$ cat src/rtl/mac.sv
// Two-stage pipelined multiply-accumulate: result = (in1*in2 + acc) mod 2^WIDTH.
// Stage 1 registers the truncated product and the addend. Stage 2 adds them
// and registers the result together with zero/carry/overflow/negative flags.
//
// Ports:
//   clk           sole clock, rising edge
//   rst           asynchronous active-high reset
//   in_valid      operation present on in1/in2/acc this cycle
//   in1, in2      unsigned multiplicand / multiplier
//   acc           addend supplied by the caller
//   result        registered sum, low WIDTH bits
//   out_valid     one-cycle pulse when result/flags were updated
//   zero_flag     result == 0
//   carry_flag    carry out of the final addition
//   overflow_flag two's-complement overflow of the final addition
//   negative_flag result MSB
module mac #(
    parameter int unsigned WIDTH = 32
) (
    input  logic             clk,
    input  logic             rst,
    input  logic             in_valid,
    input  logic [WIDTH-1:0] in1,
    input  logic [WIDTH-1:0] in2,
    input  logic [WIDTH-1:0] acc,
    output logic [WIDTH-1:0] result,
    output logic             out_valid,
    output logic             zero_flag,
    output logic             carry_flag,
    output logic             overflow_flag,
    output logic             negative_flag
);

    logic [WIDTH-1:0] prod;
    logic [WIDTH-1:0] prod_q;
    logic [WIDTH-1:0] acc_q;
    logic             valid_q;
    logic [WIDTH:0]   sum;

    // Product is taken at WIDTH bits, so upper product bits never reach
    // the adder or the flags.
    assign prod = in1 * in2;

    always_ff @(posedge clk or posedge rst) begin
        if (rst) begin
            prod_q  <= '0;
            acc_q   <= '0;
            valid_q <= 1'b0;
        end else begin
            valid_q <= in_valid;
            if (in_valid) begin
                prod_q <= prod;
                acc_q  <= acc;
            end
        end
    end

    assign sum = {1'b0, prod_q} + {1'b0, acc_q};

    always_ff @(posedge clk or posedge rst) begin
        if (rst) begin
            result        <= '0;
            out_valid     <= 1'b0;
            zero_flag     <= 1'b0;
            carry_flag    <= 1'b0;
            overflow_flag <= 1'b0;
            negative_flag <= 1'b0;
        end else begin
            out_valid <= valid_q;
            if (valid_q) begin
                result        <= sum[WIDTH-1:0];
                zero_flag     <= (sum[WIDTH-1:0] == '0);
                carry_flag    <= sum[WIDTH];
                // Operands of equal sign producing a sum of the other sign.
                overflow_flag <= (prod_q[WIDTH-1] == acc_q[WIDTH-1]) &&
                                 (sum[WIDTH-1] != prod_q[WIDTH-1]);
                negative_flag <= sum[WIDTH-1];
            end
        end
    end

endmodule

$ cat config.mk
export PLATFORM = sky130hd
export DESIGN_NAME = mac
export DESIGN_NICKNAME = d
export VERILOG_FILES = /design/src/rtl/mac.sv
export SDC_FILE = /design/constraint.sdc
export NUM_CORES = 1
export LEC_CHECK = 0
export CORE_MARGIN = 2
export CORE_UTILIZATION = 34
export CTS_CLUSTER_SIZE = 10
export DETAILED_ROUTE_END_ITERATION = 10
export PLACE_DENSITY = 0.58
export SLEW_MARGIN = 15
export SYNTH_ARGS = -nofsm -noshare
export SYNTH_HDL_FRONTEND = slang
export SYNTH_SLANG_ARGS = --single-unit
$ cat constraint.sdc
create_clock -name clk -period 3.3 [get_ports clk]
set_clock_uncertainty 0.1 [all_clocks]
set_input_delay 0.66 -clock clk [delete_from_list [all_inputs] [get_ports clk]]
set_output_delay 0.66 -clock clk [all_outputs]
set_load 0.02 [all_outputs]
==> results list, run 1 <==
- Number of routed nets with antenna violations: 0
- The startpoint identified for the worst register-to-register timing path is acc_q[0]$_DFFE_PP0P_.
- In this run the worst setup path terminates at prod_q[31]$_DFFE_PP0P_.
- Post-synth EDFFs: 0
- Before antenna repair, the detailed router went through 5 iterations.
* FF-to-FF setup slack: -530 ps
- Kind of critical path: input port to flop
* Largest delay contributor family on the critical path: adder cells
* # IOs: 136
* Number of nets produced by synthesis: 2957
- The die is 256 µm tall.
- From synthesis to final layout, the design area changed by 33.2%.
- At the end of routability-driven placement, the weighted congestion stood at 0.923.
- The number of slew-limit violations in the final report came to 0.
- Share of flip-flops with an asynchronous set or reset: 100%
- Maximum clock path buffer count: 2
- Row generation in the floorplan step produced 92 rows.
* Number of remaining DRC errors: 0
- Detailed routing inserted a total of 17200 vias.
- After routing the design area is 0.0287 mm².
- Initial antenna violation count: 1
- Critical Path RT: 3450 ps
- Setup Slack @ Placement: -4760 ps
* Period minus WS final: 7250 ps
- The post-route netlist has 26.9% of its cells at a drive strength greater than 1.
- In this run the number of cells on the critical path is 25.
- Mapped cell area: 0.0215 mm²
* Detail-routed via count per cell: 4.82
* Slack of the critical path: -3950 ps
* Hold/Removal Path Class: flop to flop
- Pin count of the biggest net entering global routing: 61
- Final net count: 3374
* Global-route wire length before repair: 106000 µm
- In this design, the critical path's most frequently occurring cell is sky130_fd_sc_hd__fa_1.
- Of all nets on the critical path, the largest fanout is 5.
* Number of warnings reported in the yosys synthesis log: 0
* Clk slew on worst S/H paths: 70 ps
- The layout has 5999 filler cells.
- TritonCTS built the clock tree.
- The number of hold-slack violations in the final timing report was 0.
* Via count of the first global-routing pass: 19600
- Period utilization: 220%
* Final setup violation count: 30
- Pin slew with the least headroom to its limit: 880 ps
- Wires add up to 65800 µm.
* Launching instance or port of the critical path: in2[17]
* Slew Limit Headroom: 40.8%
* Starting density of the core: 34.2%
- Derived from the worst setup path, the maximum achievable clock frequency is 0.138 GHz.
- Routed wire per std cell: 18.5 µm
* Number of max-capacitance violations reported: 0
- For this design, the slowest cell found on the critical path is sky130_fd_sc_hd__fa_1.
- Placed instance area: 0.0266 mm²
* Sum of overflow across all layers after global routing: 0
* Stage delay of the slowest cell on the critical path: 560 ps
* DP Wirelength: 54300 µm
* Number of distinct library cells after synthesis: 79
- The H-tree was split into 3 levels.
- Clock latency of the later-clocked register in the worst-skew pair: 360 ps
- Count of buffers inserted at the top-level ports: 135
- The endpoint identified for the worst register-to-register timing path is zero_flag$_DFFE_PP0P_.
- Width of the die: 256 µm
* Violated checks: setup timing
* Worst path buffer plus inverter count: 7
- Finished Core Util: 45.6%
- Flip-flop and latch count after synthesis: 101
* Core Region: 0.0629 mm²
* Setup repair after global routing missed its margin: yes
- Post-synthesis instance total: 2294
- The run finished, with violations left.
- Of the synthesized area, sequential elements account for 11.7%.
- The floorplan step defined a die boundary enclosing 0.0653 mm².
- The number of hold buffers added after CTS was 0.
- The worst setup path is captured at a flop.
- For this design, the sink count on the clock tree is 101.
- Initial DRC Count: 862
* Root buffer cell: sky130_fd_sc_hd__clkbuf_16
- Measured in cells, the most critical reg-to-reg path has a length of 13.
- STA classifies the critical path startpoint as an input port.
- Critical path data arrival time: 7400 ps
- In this run, CTS created clock tree buffers numbering 9.
* Overall routing resource usage: 20.7%
- The most used flip-flop cell after synthesis is sky130_fd_sc_hd__dfrtp_1.
- Dividing the synthesized area by the synthesized cell count gives 9.38 µm².
==> cell type report <==
class	instances	area, µm²	share of cell area, %
Multi-Input combinational cell	1654	18300	63.8
Sequential cell	101	2530	8.82
Clock buffer	9	225	0.786
Clock inverter	7	80.1	0.280
Timing Repair Buffer	515	4850	16.9
Antenna cell	1	2.50	0.00873
Tap cell	846	1060	3.69
Inverter	430	1620	5.65
==> Yosys cell counts, types with 28 or more instances <==
| cell type | n | area [µm²] |
|---|---|---|
| sky130_fd_sc_hd__inv_1 | 429 | 1610 |
| sky130_fd_sc_hd__fa_1 | 409 | 8190 |
| sky130_fd_sc_hd__and2_1 | 300 | 1880 |
| sky130_fd_sc_hd__nand2_1 | 261 | 980 |
| sky130_fd_sc_hd__ha_1 | 155 | 1940 |
| sky130_fd_sc_hd__clkbuf_1 | 104 | 390 |
| sky130_fd_sc_hd__dfrtp_1 | 101 | 2530 |
| sky130_fd_sc_hd__xnor2_1 | 82 | 718 |
| sky130_fd_sc_hd__mux2_2 | 73 | 822 |
| sky130_fd_sc_hd__a21oi_1 | 60 | 300 |
| sky130_fd_sc_hd__nor2_1 | 51 | 191 |
| sky130_fd_sc_hd__o21ai_0 | 28 | 140 |
==> layout by cell type (no fill, tap or decap), drive strengths merged, types with 12 or more instances in the layout <==
master         instances
xnor2                 82
xor2                  20
nand3                 16
a21o                  23
o21ai                 32
dlygate4sd2           12
nand2                261
ha                   155
nor2                  51
nor3                  21
buf                  394
clkdlybuf4s50         95
inv                  431
a21oi                 60
dfrtp                101
fa                   409
mux2                  73
clkbuf                14
and2                 300
==> state kept, by name (all words and copies together) (netlist names) <==
name           count
acc_q             32
prod_q            32
result            32
carry_flag         1
out_valid          1
overflow_flag      1
valid_q            1
zero_flag          1
==> worst min path at each step <==
stage                                start                endpoint  slack (ps)  cells after the start
finish              result[19]$_DFFE_PP0P_  result[19]$_DFFE_PP0P_         410                      1
global route        result[17]$_DFFE_PP0P_  result[17]$_DFFE_PP0P_         430                      1
CTS                 result[19]$_DFFE_PP0P_  result[19]$_DFFE_PP0P_         420                      1
detailed placement  result[27]$_DFFE_PP0P_  result[27]$_DFFE_PP0P_         390                      2
global placement    result[27]$_DFFE_PP0P_  result[27]$_DFFE_PP0P_         380                      2
floorplan                valid_q$_DFF_PP0_     out_valid$_DFF_PP0_         250                      0
==> kinds of logic after synthesis <==
| kind of cell | after synthesis | share of synthesized area [%] |
|---|---|---|
| muxes | 74 | 3.87 |
| xor gates and xnor gates | 102 | 4.15 |
| buffers and inverters | 539 | 9.42 |
| adders and majority gates | 564 | 47.1 |
| AOI/OAI and AO/OA | 200 | 6.58 |
| DFF | 101 | 11.7 |
| and+or+nand+nor | 714 | 17.2 |
==> metrics by stage <==
step	setup TNS (ps)	hold slack, ps	cells
finish	-84230	407	3563
CTS	-83600	415	3546
global route	-89420	432	3562
detailed placement	-108180	390	3487
global placement	-106880	377	3487
floorplan	-80200	252	2294
==> timing repair <==
item | in CTS | in global routing
setup endpoints to repair | 35 | 37
pin swaps | 138 | 66
cloned | 9 | 1
resized for setup | 327 | 78
buffers inserted | 38 | 24
==> metal layers <==
| metal | wire [µm] | track usage [%] |
|---|---|---|
| met1 | 26200 | 24.3 |
| met2 | 33600 | 37.9 |
| met3 | 2290 | 2.15 |
| met4 | 3730 | 9.76 |
| met5 | 0 | 0 |
Power of run 1 is not shown: default switching activity piles up to over one toggle a cycle in this logic, so the estimate is an artifact.
==> inputs of run 2 (changes only) <==
Settings changed: DONT_BUFFER_PORTS set to 1, PLACE_DENSITY 0.58 to 0.56.
==> run 2 against run 1 <==
The flow still finishes with violations (setup timing). Die area unchanged. Non-clock buffer count down 327. Cell count fell by 9.2%. Hold slack got worse by 230 ps. Via count is 7.0% lower.
==> results list, run 2 (synthesized netlist as in run 1, its figures left out) <==
- CTS tree: yes
- In this run the worst hold path is classified as input port to async pin.
* Commonest non-fill, non-tap cells in the layout: sky130_fd_sc_hd__inv_1, sky130_fd_sc_hd__fa_1, sky130_fd_sc_hd__and2_1
- The worst pin sits at a relative slew slack of 41.2%.
- The number of slew-limit violations in the final report was 0.
- Root buffer cell: sky130_fd_sc_hd__clkbuf_16
- Critical path data arrival time: 7050 ps
- Final setup violation count: 28
* Number of placement rows: 92
- Once layout is done, the placed cells without fillers occupy 0.0249 mm².
* Core Region: 0.0629 mm²
* Count of fill cells added during filler insertion: 6333
- The clock drives 101 sinks.
- At the end of routability-driven placement, the weighted congestion stood at 0.899.
- Largest driver fanout on the critical path: 27
* Critical path startpoint category: input port
- For this run, global-route usage on met3 was measured as 2.25%.
- Kind of critical path: input port to flop
- Measured along the x axis, the die boundary spans 256 µm.
* Number of optimization iterations in the first detailed-route pass: 5
- Hold Buf Count CTS: 0
- CTS Buf Count: 9
- Leaving out filler cells and counting taps, the final layout contains 3235.
- Global routing used 36.6% of the available met2 tracks.
- In the final layout, the registers with the most flip-flops are acc_q (32), prod_q (32), result (32).
- No sink is reached through more buffers than the 2 on the longest clock path.
* Met1 track demand over resource in global routing: 23.4%
- Via count of the first global-routing pass: 18300
- The worst register-to-register path has a depth of 13.
* Number of max-capacitance violations reported: 0
- GRT Max-Usage Layer: met2
- Routed wire per std cell: 19.5 µm
- Most common library cell in the layout ignoring fill and taps: sky130_fd_sc_hd__inv_1
- Maximum level of the CTS H-tree: 3
* DP Wirelength: 50400 µm
- Layout overhead on the synthesized area: 15.9%
* Period utilization: 209%
- In this run, placement finished with an instance count of 3207.
- # IOs: 136
* Worst hold-check slack: 179 ps
- For this run, the slowest stage of the critical path takes 550 ps.
- Critical Path RT: 3450 ps
* Inserted Diodes: 0
* Starting density of the core: 34.2%
- In this run the worst setup path begins at in2[5].
- Ratio of cells with drive above 1 in the final layout: 17.8%
* Die height: 256 µm
- Pin slew with the least headroom to its limit: 874 ps
* Via count: 16000
- In this run the register-to-register setup slack is -360 ps.
- The number of hold-slack violations in the final timing report came to 0.
- Count of cell instances traversed by the critical path: 25
- The flow ran to the end, but the final reports show violations.
* Number of routed nets with antenna violations: 0
- Once placement finished, the instance area stood at 0.0239 mm².
- The checks that failed: setup timing.
- Setup repair after global routing could not meet its margin everywhere.
- Die Area: 0.0653 mm²
- Initial DRC Count: 758
- Port buffering added 0 buffers.
- Period minus WS final: 6900 ps
- For this run, the post-layout net count is 3047.
- Summed over all layers, the routed wires come to 63200 µm.
- Global-route wire length before repair: 102000 µm
* Detail-routed via count per cell: 4.94
- Pin count of the biggest net entering global routing: 77
- Endpoint type of the worst setup path: flop
- Crit Reg-Reg Startpoint: acc_q[5]$_DFFE_PP0P_
- After clock tree synthesis, the clock-pin slew on the worst setup and hold paths is 80 ps.
- Critical path capture point: prod_q[31]$_DFFE_PP0P_
* Endpoint of the lowest-slack register-to-register path: zero_flag$_DFFE_PP0P_
- For this run, design rule violations remaining after detail routing come to 0.
- Timing would allow up to 0.145 GHz.
- Largest delay contributor family on the critical path: adder cells
- The initial antenna violation count came to 3.
* Overall routing resource usage: 19.9%
- Slack of the critical path: -3600 ps
* Cell type of the slowest stage on the worst timing path: sky130_fd_sc_hd__fa_1
* Sum of overflow across all layers after global routing: 0
- Worst path buffer plus inverter count: 5
- Clock latency of the later-clocked register in the worst-skew pair: 360 ps
* Cell with the most instances on the worst path: sky130_fd_sc_hd__fa_1
-- run 2: worst register-to-register path: stages, from the launching register on --
cell	delay, ps
sky130_fd_sc_hd__dfrtp_2	450
sky130_fd_sc_hd__ha_4	260
sky130_fd_sc_hd__or3_4	330
sky130_fd_sc_hd__o211a_4	160
sky130_fd_sc_hd__o22ai_4	170
sky130_fd_sc_hd__buf_6	130
sky130_fd_sc_hd__o21ai_4	80
sky130_fd_sc_hd__buf_6	150
sky130_fd_sc_hd__o211a_4	250
sky130_fd_sc_hd__or3_4	360
sky130_fd_sc_hd__a2111oi_4	350
sky130_fd_sc_hd__nand4_1	160
sky130_fd_sc_hd__or4_1	430
sky130_fd_sc_hd__o32ai_2	200
-- run 2: stage by stage --
step                      setup TNS, ps  worst slack (ps)  utilization [%]
after global placement           -85320             -3970             38.1
final                            -73100             -3600             39.7
after global routing             -77060             -3850             39.7
after detailed placement         -87370             -4030             38.1
after floorplan                  -80200             -3940                -
after CTS                        -74060             -3590             39.3
-- run 2: how the worst min path moves through the flow --
| stage | end |
|---|---|
| after floorplan | out_valid$_DFF_PP0_ |
| after global placement | acc_q[26]$_DFFE_PP0P_ |
| after detailed placement | acc_q[31]$_DFFE_PP0P_ |
| final | acc_q[17]$_DFFE_PP0P_ |
| after global routing | acc_q[14]$_DFFE_PP0P_ |
| after CTS | acc_q[17]$_DFFE_PP0P_ |
-- run 2: layer usage --
layer  wire length, µm  up-vias  part of all wire (%)
met1             24700     8207                    39
met4              3180        0                   5.0
met2             32700      418                    52
met3              2580      138                   4.1
met5                 0        -                     0
li1                  -     7207                     -
-- run 2: cell type report --
class / instances / area (µm²) / share of cell area (%)
timing repair buffer: 188 / 1490 / 5.97
multi-input combinational: 1654 / 17900 / 72.0
inverter: 430 / 1620 / 6.49
clock inverter: 7 / 68.8 / 0.276
clock buffer: 9 / 225 / 0.903
tap: 846 / 1060 / 4.25
sequential: 101 / 2530 / 10.1
-- run 2: timing repair --
action / CTS / global route
setup buffers: 11 / 8
pin swaps: 62 / 53
gates resized for setup: 79 / 48
setup endpoints to repair: 34 / 34
Power of run 2 is left out for the same reason.
==> inputs of run 3 (changes only) <==
Settings changed: PLACE_DENSITY 0.56 to 0.6, SLEW_MARGIN 15 to 40.
==> run 3 against run 2 <==
The run still ends with setup timing left. Die area unchanged. Sequential share of layout area about the same. Cell area decreased by 0.28%. Sequential cell count unchanged. First-iteration DRC count increased by 20%. Fmax decreased by 0.65%. Global-route usage decreased by 0.41 points. Register-to-register slack got worse by 90 ps. Non-clock buffer count decreased by 9. Critical endpoint unchanged. Routed wire length decreased by 1.2%.
==> results list, run 3 (synthesized netlist as in run 1, its figures left out) <==
- In the routed design, unresolved DRC markers number 0.
- The post-route netlist has 17.8% of its cells at a drive strength greater than 1.
* Critical path data arrival time: 7080 ps
- The worst setup path is captured at a flop.
* FF+latch area: 0.00253 mm²
* Pin slew with the least headroom to its limit: 721 ps
* Period utilization: 210%
* Number of placement rows: 92
- Across the run, the number of max-cap violations was 0.
* Die Area: 0.0653 mm²
* Routed wire per std cell: 19.4 µm
- CTS Buf Count: 9
* Slack of the critical path: -3640 ps
- The detailed router finished its first iteration with 909 violations.
- Timing would allow up to 0.144 GHz.
* Most common library cell in the layout ignoring fill and taps: sky130_fd_sc_hd__inv_1
- STA puts the critical path data required time at 3440 ps.
* Root buffer cell: sky130_fd_sc_hd__clkbuf_16
- In the routed layout, each cell is associated on average with a via count of 4.92.
- Inserted Diodes: 0
* Count of final max-slew check failures: 0
- For this design, the sink count on the clock tree is 101.
- After clock tree synthesis, the clock-pin slew on the worst setup and hold paths is 70 ps.
- Relative to the synthesized area, the layout overhead comes to 15.6%.
- Period minus WS final: 6940 ps
- Maximum level of the CTS H-tree: 3
- The clock reaches the later pin of the worst-skew pair after 360 ps.
- Starting density of the core: 34.2%
* Final Hold Vio Count: 0
* Weighted congestion reported at the end of routability-driven placement: 0.892
- Final net count: 3038
* Outcome: complete, but fails checks
* Kind of critical path: input port to flop
- Number of routed nets with antenna violations: 0
* Commonest non-fill, non-tap cells in the layout: sky130_fd_sc_hd__inv_1, sky130_fd_sc_hd__fa_1, sky130_fd_sc_hd__and2_1
* Pin count of the biggest net entering global routing: 77
- Critical path startpoint category: input port
- DP Wirelength: 50300 µm
* Via count of the first global-routing pass: 17700
- Maximum clock path buffer count: 2
- Setup repair after global routing could not meet its margin everywhere.
- Slew Limit Headroom: 51.9%
* Width of the die: 256 µm
- Fill cells in the final layout number 6266.
- # IOs: 136
- Setup violations remaining at the end of the flow were counted as 28.
* Overall routing resource usage: 19.5%
* Die height: 256 µm
- Core Region: 0.0629 mm²
- Summing all multi-input logic gate instances after layout gives 0.0179 mm².
- Setup Slack @ Placement: -4030 ps
* Largest driver fanout on the critical path: 27
- Buffers placed on the I/O ports in this run total 0.
* Sum of overflow across all layers after global routing: 0
- The pre-antenna-repair detailed-routing pass consisted of 5 iterations.
- The min-delay analysis places its worst path in the category input port to async pin.
- The final route contains 15900 vias.
- Initial antenna violation count: 3
* CTS tree: yes
* Total routed wirelength: 62500 µm
- Largest registers: acc_q (32), prod_q (32), result (32)
- Global-route wire length before repair: 99300 µm
* Violated checks: setup timing
-- run 3: cell types whose count changed in the layout (fill, tap and decap cells not counted), moves of 3 or more --
cell	before	now
sky130_fd_sc_hd__buf_4	170	165
sky130_fd_sc_hd__mux2_2	56	59
sky130_fd_sc_hd__buf_6	17	11
sky130_fd_sc_hd__inv_2	12	16
sky130_fd_sc_hd__ha_1	122	118
sky130_fd_sc_hd__o21ai_1	4	7
sky130_fd_sc_hd__mux2_4	17	14
sky130_fd_sc_hd__inv_1	417	413
sky130_fd_sc_hd__fa_1	401	395
sky130_fd_sc_hd__ha_4	29	33
sky130_fd_sc_hd__fa_2	8	14
-- run 3: layer usage --
layer  vias to the layer above  track usage, %  part of all wire (%)
met5                         -               0                     0
met4                         0            9.70                   5.7
met3                       127            2.55                   3.9
met2                       402            35.8                    52
met1                      8133            22.3                    38
li1                       7197               -                     -
-- run 3: repair_timing --
item | CTS | global route
setup buffers | 6 | 7
resized for setup | 81 | 45
endpoints found under the setup margin | 33 | 33
pin swaps | 65 | 49
hold buffers | 0 | 0
-- run 3: area by class of cell --
| class | count | area share [%] |
|---|---|---|
| clock inverters | 6 | 0.287 |
| repair buffers | 179 | 5.70 |
| inverters | 430 | 6.51 |
| well taps | 846 | 4.26 |
| multi-input cells | 1654 | 72.2 |
| clock buffers | 9 | 0.906 |
| flip-flops and latches | 101 | 10.2 |
-- run 3: critical path, stage by stage --
cell,delay [ps]
sky130_fd_sc_hd__and2_4,150
sky130_fd_sc_hd__fa_1,550
sky130_fd_sc_hd__fa_1,430
sky130_fd_sc_hd__fa_1,510
sky130_fd_sc_hd__inv_2,50
sky130_fd_sc_hd__fa_1,530
sky130_fd_sc_hd__inv_1,50
sky130_fd_sc_hd__fa_1,490
sky130_fd_sc_hd__inv_2,40
sky130_fd_sc_hd__fa_1,480
sky130_fd_sc_hd__inv_2,40
sky130_fd_sc_hd__fa_2,540
sky130_fd_sc_hd__fa_2,460
sky130_fd_sc_hd__ha_4,260
sky130_fd_sc_hd__a21oi_2,120
sky130_fd_sc_hd__o31ai_1,90
sky130_fd_sc_hd__a221o_1,330
sky130_fd_sc_hd__a211oi_2,160
sky130_fd_sc_hd__buf_4,170
sky130_fd_sc_hd__a21oi_4,60
sky130_fd_sc_hd__a211oi_2,280
sky130_fd_sc_hd__o21ai_1,110
sky130_fd_sc_hd__a21oi_2,140
sky130_fd_sc_hd__xnor2_1,90
sky130_fd_sc_hd__mux2_2,260
-- run 3: final timing paths --
| kind | from | slack (ps) | depth (start not counted) | endpoint |
|---|---|---|---|---|
| max reg2reg | prod_q[1]$_DFFE_PP0P_ | -450 | 12 | zero_flag$_DFFE_PP0P_ |
| min in group clk | in_valid | 270 | 0 | valid_q$_DFF_PP0_ |
| min | rst | 20 | 1 | acc_q[16]$_DFFE_PP0P_ |
| max | in2[5] | -3640 | 25 | prod_q[31]$_DFFE_PP0P_ |
| min reg2reg | acc_q[24]$_DFFE_PP0P_ | 410 | 1 | acc_q[24]$_DFFE_PP0P_ |
| max in group asynchronous | rst | 2420 | 2 | acc_q[25]$_DFFE_PP0P_ |
-- run 3: per-stage QoR --
stage                     cell area, µm²  hold WS (ps)  TNS, ps  cells  utilization [%]
final                              24900          19.3   -72170   3225             39.6
after global routing               24900          22.1   -76070   3225             39.6
after CTS                          24600           218   -71800   3218             39.1
after detailed placement           23900           401   -86030   3199             38.0
after global placement             23900           398   -84690   3199             38.0
after floorplan                    22100           252   -80200   2294                -
Power of run 3 is left out for the same reason.
